## src/rtl/router_fsm_np.sv

```systemverilog
// ---------------------------------------------------------------------------
// router_fsm_np
// Control FSM of a packet router. It decodes the header address, sequences
// the write of header/payload/parity into the selected output FIFO, stalls
// the source while the FIFO is full or still draining, drops packets with
// invalid addresses and, optionally, drops packets whose destination FIFO
// does not empty within WAIT_TIMEOUT cycles.
//
// Parameters
//   NUM_PORTS     number of output ports (2 .. 2**ADDR_W)
//   ADDR_W        header address width
//   WAIT_TIMEOUT  cycle limit in WAIT_TILL_EMPTY (0 disables the timeout)
//
// Ports
//   clock             rising-edge clock
//   resetn            synchronous active-low reset
//   pkt_valid         source packet valid
//   data_in           header address bits
//   fifo_full         full flag of the selected FIFO
//   fifo_empty        per-port FIFO empty flags
//   soft_reset        per-port soft reset requests
//   parity_done       parity byte has been written
//   low_packet_valid  pkt_valid fell while the FIFO was full
//   write_enb_reg     register-block write enable
//   detect_add .. drop_state  one-hot state decodes
//   busy              source stall
//   port_sel          latched destination port
//   wait_timeout      one-cycle pulse in the first DROP_PACKET cycle after
//                     a wait timeout
// ---------------------------------------------------------------------------
module router_fsm_np #(
   parameter int NUM_PORTS    = 3,
   parameter int ADDR_W       = 2,
   parameter int WAIT_TIMEOUT = 64
) (
   input  logic                 clock,
   input  logic                 resetn,
   input  logic                 pkt_valid,
   input  logic [ADDR_W-1:0]    data_in,
   input  logic                 fifo_full,
   input  logic [NUM_PORTS-1:0] fifo_empty,
   input  logic [NUM_PORTS-1:0] soft_reset,
   input  logic                 parity_done,
   input  logic                 low_packet_valid,
   output logic                 write_enb_reg,
   output logic                 detect_add,
   output logic                 ld_state,
   output logic                 laf_state,
   output logic                 lfd_state,
   output logic                 full_state,
   output logic                 rst_int_reg,
   output logic                 drop_state,
   output logic                 busy,
   output logic [ADDR_W-1:0]    port_sel,
   output logic                 wait_timeout
);

   localparam int CNT_W = (WAIT_TIMEOUT > 1) ? $clog2(WAIT_TIMEOUT) : 1;

   typedef enum logic [3:0] {
      DECODE_ADDRESS     = 4'd0,
      LOAD_FIRST_DATA    = 4'd1,
      LOAD_DATA          = 4'd2,
      FIFO_FULL_STATE    = 4'd3,
      LOAD_AFTER_FULL    = 4'd4,
      LOAD_PARITY        = 4'd5,
      CHECK_PARITY_ERROR = 4'd6,
      WAIT_TILL_EMPTY    = 4'd7,
      DROP_PACKET        = 4'd8
   } state_t;

   // Address is valid only below NUM_PORTS.
   function automatic logic addr_ok(input logic [ADDR_W-1:0] idx);
      return (int'(idx) < NUM_PORTS);
   endfunction

   // Bounded per-port bit select: out-of-range indices read as 0 and never
   // touch a bit beyond NUM_PORTS-1.
   function automatic logic sel_bit(input logic [NUM_PORTS-1:0] vec,
                                    input logic [ADDR_W-1:0]    idx);
      logic b;
      b = 1'b0;
      for (int i = 0; i < NUM_PORTS; i++) begin
         if (idx == ADDR_W'(i)) begin
            b = vec[i];
         end else begin
            b = b;
         end
      end
      return b;
   endfunction

   state_t            r_state;
   state_t            w_fsm_nxt;
   state_t            w_state_nxt;
   logic [ADDR_W-1:0] r_port_sel;
   logic [CNT_W-1:0]  r_wait_cnt;
   logic              r_wait_timeout;

   logic w_addr_ok;
   logic w_empty_addr;
   logic w_empty_sel;
   logic w_soft_sel;
   logic w_timeout;

   assign w_addr_ok    = addr_ok(data_in);
   assign w_empty_addr = sel_bit(fifo_empty, data_in);
   assign w_empty_sel  = sel_bit(fifo_empty, r_port_sel);
   // sel_bit already returns 0 for an invalid port_sel.
   assign w_soft_sel   = sel_bit(soft_reset, r_port_sel);
   assign w_timeout    = (WAIT_TIMEOUT != 0) &&
                         (r_wait_cnt == CNT_W'(WAIT_TIMEOUT - 1));

   // Soft reset of the selected port overrides the normal transition.
   assign w_state_nxt  = w_soft_sel ? DECODE_ADDRESS : w_fsm_nxt;

   assign port_sel     = r_port_sel;
   assign wait_timeout = r_wait_timeout;

   // State, destination latch, wait counter and timeout pulse registers.
   always_ff @(posedge clock) begin
      if (!resetn) begin
         r_state        <= DECODE_ADDRESS;
         r_port_sel     <= '0;
         r_wait_cnt     <= '0;
         r_wait_timeout <= 1'b0;
      end else begin
         r_state        <= w_state_nxt;
         r_port_sel     <= (r_state == DECODE_ADDRESS) ? data_in : r_port_sel;
         r_wait_cnt     <= (r_state == WAIT_TILL_EMPTY) ?
                           (r_wait_cnt + CNT_W'(1)) : '0;
         // Only an actual timeout transition produces the pulse.
         r_wait_timeout <= (r_state == WAIT_TILL_EMPTY) &&
                           (w_state_nxt == DROP_PACKET);
      end
   end

   // Next-state logic before the soft-reset override.
   always_comb begin
      w_fsm_nxt = r_state;
      case (r_state)
         DECODE_ADDRESS: begin
            if (pkt_valid && w_addr_ok && w_empty_addr) w_fsm_nxt = LOAD_FIRST_DATA;
            else if (pkt_valid && w_addr_ok)            w_fsm_nxt = WAIT_TILL_EMPTY;
            else if (pkt_valid)                         w_fsm_nxt = DROP_PACKET;
            else                                        w_fsm_nxt = DECODE_ADDRESS;
         end
         LOAD_FIRST_DATA: w_fsm_nxt = LOAD_DATA;
         LOAD_DATA: begin
            if (fifo_full)       w_fsm_nxt = FIFO_FULL_STATE;
            else if (!pkt_valid) w_fsm_nxt = LOAD_PARITY;
            else                 w_fsm_nxt = LOAD_DATA;
         end
         FIFO_FULL_STATE: begin
            if (!fifo_full) w_fsm_nxt = LOAD_AFTER_FULL;
            else            w_fsm_nxt = FIFO_FULL_STATE;
         end
         LOAD_AFTER_FULL: begin
            if (parity_done)           w_fsm_nxt = DECODE_ADDRESS;
            else if (low_packet_valid) w_fsm_nxt = LOAD_PARITY;
            else                       w_fsm_nxt = LOAD_DATA;
         end
         LOAD_PARITY: w_fsm_nxt = CHECK_PARITY_ERROR;
         CHECK_PARITY_ERROR: begin
            if (fifo_full) w_fsm_nxt = FIFO_FULL_STATE;
            else           w_fsm_nxt = DECODE_ADDRESS;
         end
         WAIT_TILL_EMPTY: begin
            // A FIFO that empties in the timeout cycle still wins.
            if (w_empty_sel)    w_fsm_nxt = LOAD_FIRST_DATA;
            else if (w_timeout) w_fsm_nxt = DROP_PACKET;
            else                w_fsm_nxt = WAIT_TILL_EMPTY;
         end
         DROP_PACKET: begin
            if (pkt_valid) w_fsm_nxt = DROP_PACKET;
            else           w_fsm_nxt = DECODE_ADDRESS;
         end
         default: w_fsm_nxt = DECODE_ADDRESS;
      endcase
   end

   // State decodes, write enable and source stall.
   always_comb begin
      write_enb_reg = 1'b0;
      detect_add    = 1'b0;
      ld_state      = 1'b0;
      laf_state     = 1'b0;
      lfd_state     = 1'b0;
      full_state    = 1'b0;
      rst_int_reg   = 1'b0;
      drop_state    = 1'b0;
      busy          = 1'b0;
      case (r_state)
         DECODE_ADDRESS:     detect_add = 1'b1;
         LOAD_FIRST_DATA: begin
            lfd_state = 1'b1;
            busy      = 1'b1;
         end
         LOAD_DATA: begin
            ld_state      = 1'b1;
            write_enb_reg = 1'b1;
         end
         FIFO_FULL_STATE: begin
            full_state = 1'b1;
            busy       = 1'b1;
         end
         LOAD_AFTER_FULL: begin
            laf_state     = 1'b1;
            write_enb_reg = 1'b1;
            busy          = 1'b1;
         end
         LOAD_PARITY: begin
            write_enb_reg = 1'b1;
            busy          = 1'b1;
         end
         CHECK_PARITY_ERROR: begin
            rst_int_reg = 1'b1;
            busy        = 1'b1;
         end
         WAIT_TILL_EMPTY:    busy = 1'b1;
         DROP_PACKET:        drop_state = 1'b1;
         default:            detect_add = 1'b0;
      endcase
   end

endmodule

```

## config.mk

```make
export PLATFORM = sky130hd
export DESIGN_NAME = router_fsm_np
export DESIGN_NICKNAME = d
export VERILOG_FILES = /design/src/rtl/router_fsm_np.sv
export SDC_FILE = /design/constraint.sdc
export NUM_CORES = 1
export LEC_CHECK = 0
export CAP_MARGIN = 20
export CORE_MARGIN = 2
export CORE_UTILIZATION = 48
export CTS_CLUSTER_DIAMETER = 80
export DETAILED_ROUTE_END_ITERATION = 10
export GPL_ROUTABILITY_DRIVEN = 0
export PLACE_DENSITY = 0.83
export SYNTH_ARGS = -nofsm -noshare
export SYNTH_HDL_FRONTEND = slang
export SYNTH_SLANG_ARGS = --single-unit
export TNS_END_PERCENT = 100
```

## constraint.sdc

```tcl
create_clock -name clock -period 2.5 [get_ports clock]
set_input_delay 0.5 -clock clock [delete_from_list [all_inputs] [get_ports clock]]
set_output_delay 0.5 -clock clock [all_outputs]
set_load 0.05 [all_outputs]
```

==> impl_summary.md <==
Run status
The run finished with clean final reports.

Yosys
The synthesized design contains 13 register bits. In this run the cell area of the synthesized design comes to 816 µm². For this run, the register share of the synthesized area comes to 31.9%.

Synthesis produced 95 cells. The library cell with the largest summed area after synthesis is sky130_fd_sc_hd__dfxtp_1. The net count after synthesis is 110.

The unique cell type count in the Yosys netlist is 37. After synthesis, the largest area contributor takes up 31.9% of total cell area. During synthesis, Yosys emitted a total of 0 warnings. Ranked by total cell area, the synthesized netlist is headed by sky130_fd_sc_hd__dfxtp_1, sky130_fd_sc_hd__nor2_1, sky130_fd_sc_hd__nor4_4. In this run the mean area of a mapped cell was 8.59 µm².

Hold path
The min-delay analysis places its worst path in the category reg2reg. The startpoint of the lowest-slack hold path is r_wait_cnt[0].

Placed design
The number of placed instances, taps included, is 135. Summed over all nets, the half-perimeter wirelength after detailed placement is 1490 µm. The count of buffers added on input and output ports is 25.

Cells and area
The number of antenna diodes in the final layout is 0. From synthesis to final layout, the design area changed by 36.2%. The net count reported at finish is 139. The number of cells in the finished layout apart from fillers is 139. The area taken by flip-flops and latches is 260 µm². Fill cells in the final layout number 127.

The fraction of layout cells with a size suffix above 1 is 17.1%. Summing all multi-input logic gate instances after layout gives 526 µm².

Worst setup path
Among all stages on the critical path, the largest delay is contributed by sky130_fd_sc_hd__clkdlybuf4s50_1. The worst path required time is 2000 ps. The type of the worst setup path is reg2out. In this design, the largest share of critical-path delay is due to buffers and inverters. For this run, the slowest stage of the critical path takes 840 ps. Traced cell by cell, the critical path runs through nor4b_2 > clkdlybuf4s50_1.

Along the worst path, the maximum fanout reaches 10. The critical path starts at r_state[2]. Counting both buffers and inverters, the worst setup path holds a total of 1. The worst register-to-register path begins at r_state[0]. STA classifies the critical path startpoint as a flop. Data arrives at the worst endpoint at 1890 ps. The critical path endpoint category is a primary output.

Drt
The first detailed-routing pass took 4 iterations. The number of vias per cell after detailed routing is 5.66. The DRC violation count after routing is 0. In the final routed layout, each cell accounts on average for 13.4 µm.

The total via count after detailed routing is 787. After the first detailed-routing iteration, the DRC count stood at 26. The number of routed nets with antenna violations is 0. The routed design has 1870 µm of wire.

Global routing
Entering global routing, the biggest net connects 12 pins. Across every metal layer, demand over resource in global routing totals 21.8%. The wire length of the first global-routing pass is 3250 µm. The global route total overflow is 0. The number of global-route vias before repair is 785. The initial antenna violation count was 0.

Floorplanning
The floorplan core area is 1540 µm². The I/O pin count is 26. The floorplan step defined a die boundary enclosing 2050 µm². The die is 45.2 µm wide.

The starting utilization of the core area is 52.9%. Row generation in the floorplan step produced 14 rows. The die is 45.2 µm tall.

Timing
The final worst clock skew is 10.2 ps. The highest attainable clock frequency is 418 MHz. The count of pins over their slew limit is 0. The final count of negative-setup-slack endpoints is 0. The fraction of the cycle the final worst path needs is 95.6%.

The worst-case headroom to the max-slew limit is 66.4%. The accumulated negative setup slack is 0 ps. Counting I/O delays and the setup requirement, the final critical path takes 2390 ps. The final hold violation count is 0. The measured slew at the worst slew-check pin is 502 ps. Setup repair after global routing left no endpoint under its margin.

CTS
The largest buffer count on any clock path is 2. The number of H-tree levels is 1. The number of buffers added for setup after CTS is 0.

The number of clock buffers added by TritonCTS is 3. The number of buffers added to fix hold violations after cts is 0. The clock transition at the register clock pins on the worst setup and hold paths after CTS is 90 ps. The latest clock arrival within the worst-skew pair is 280 ps. TritonCTS built the clock tree.

The clock net in this run drives a total of 13 sinks. The clock tree root driver cell is sky130_fd_sc_hd__clkbuf_4.

Power
The power per standard cell area is 538 nW/µm². VDD sags by at most 0.319 mV. The design draws 598 µW. The leakage power summed over all cells is 0.000448 µW.

Flow run
Across the run, the number of max-cap violations was 0.
-- cells in the final DEF (no fill, tap or decap), drive strengths merged --
cell type and instances:
a32oi 1, dlymetal6s2s 1, o211a 1, nor4 2, o2bb2ai 2, o21ba 1, mux2i 4, a2bb2oi 2
nand4 1, nor3 2, nand3b 2, a221oi 1, dfxtp 13, a21oi 3, xor2 3, nand3 7
nand2b 4, and3 3, inv 2, xnor2 1, clkdlybuf4s50 17, a31oi 2, mux2 2, o31ai 1
o22ai 1, a41oi 1, nor4b 1, nor2b 5, nor2 16, nand2 4, ha 1, clkbuf 4
o211ai 1, dlygate4sd2 1, buf 9, o21ai 1
-- kinds of logic after synthesis --
kind of cell,Yosys count,share of synthesized area [%]
AND/OR/NAND/NOR,47,33.1
flip-flops,13,31.9
AO/OA/AOI/OAI,18,17.0
multiplexers,6,7.67
buffers and inverters,6,4.45
XOR/XNOR,4,4.30
adder cells (fa/ha/maj),1,1.53
-- power breakdown --
group          internal [µW]  switching [µW]  leakage [µW]
registers                216            16.3      0.000106
logic                   99.2             136      0.000328
clock network           61.8            68.9     0.0000150
-- worst paths after layout --
check                           depth (start not counted)             to  slack, ps
worst min register to register                          1  r_wait_cnt[0]        480
worst min-delay path                                    1  r_wait_cnt[0]        480
worst max-delay path                                    2     drop_state        110
worst max register to register                          5     r_state[0]       1030
-- cell type report --
type / count / area share, %
Multi-Input combinational cell: 76 / 47.3
Timing Repair Buffer: 28 / 24.4
Inverter: 2 / 0.676
Clock buffer: 4 / 2.36
Tap cell: 16 / 1.80
Sequential cell: 13 / 23.4
-- worst reg2reg max path, cell delays in order (launching register included) --
cell	delay, ps
sky130_fd_sc_hd__dfxtp_1	510
sky130_fd_sc_hd__buf_4	210
sky130_fd_sc_hd__o21ba_2	140
sky130_fd_sc_hd__o2bb2ai_1	70
sky130_fd_sc_hd__a221oi_1	350
sky130_fd_sc_hd__a21oi_2	80
-- per-layer routing --
metal  vias to the layer above  GRT usage, %  routed length (µm)
met2                        23          35.4                 875
met5                         -             0                   0
li1                        402             -                   -
met1                       358          28.7                 886
met4                         0          7.06                  17
met3                         4          4.40                  89
-- per-stage QoR --
stage               hold WS, ps  util (%)  instance area (µm²)  worst slack [ps]
floorplan                   430         -                  822               229
CTS                         475      71.9                 1110              81.5
detailed placement          458      70.3                 1080               276
finish                      476      72.1                 1110               109
global placement            456      70.3                 1080               368
global route                514      72.1                 1110              22.6
-- flip-flops by register name, summed over array words and instances (netlist names) --
register	flops
r_wait_cnt	6
port_sel	2
r_state	4
wait_timeout	1
-- synthesized netlist by cell type --
master                      count
sky130_fd_sc_hd__o21ba_2        1
sky130_fd_sc_hd__xor2_1         3
sky130_fd_sc_hd__nand4_1        1
sky130_fd_sc_hd__o211a_1        1
sky130_fd_sc_hd__nand2_1        4
sky130_fd_sc_hd__nor3_1         2
sky130_fd_sc_hd__nand2b_1       3
sky130_fd_sc_hd__ha_1           1
sky130_fd_sc_hd__a21oi_2        1
sky130_fd_sc_hd__a221oi_1       1
sky130_fd_sc_hd__nor4b_1        1
sky130_fd_sc_hd__a41oi_1        1
sky130_fd_sc_hd__a32oi_1        1
sky130_fd_sc_hd__a2bb2oi_1      2
sky130_fd_sc_hd__xnor2_1        1
sky130_fd_sc_hd__a21oi_1        2
sky130_fd_sc_hd__inv_2          1
sky130_fd_sc_hd__buf_4          1
sky130_fd_sc_hd__buf_6          1
sky130_fd_sc_hd__dfxtp_1       13
sky130_fd_sc_hd__and3_1         3
sky130_fd_sc_hd__o211ai_1       1
sky130_fd_sc_hd__a31oi_1        2
sky130_fd_sc_hd__nand3_1        7
sky130_fd_sc_hd__o2bb2ai_1      2
sky130_fd_sc_hd__nor4_4         2
sky130_fd_sc_hd__o31ai_1        1
sky130_fd_sc_hd__nor2_1        16
sky130_fd_sc_hd__nand2b_2       1
sky130_fd_sc_hd__mux2i_1        4
sky130_fd_sc_hd__mux2_2         2
sky130_fd_sc_hd__nor2b_1        5
sky130_fd_sc_hd__inv_1          1
sky130_fd_sc_hd__o22ai_1        1
sky130_fd_sc_hd__o21ai_0        1
sky130_fd_sc_hd__buf_2          2
sky130_fd_sc_hd__nand3b_1       2
-- what timing repair did --
| item | CTS | global route |
|---|---|---|
| resized for setup | 1 | 1 |
| setup endpoints to repair | 1 | 1 |
| gates cloned | 0 | 0 |
Note: power is estimated with default switching activity, not from simulation.
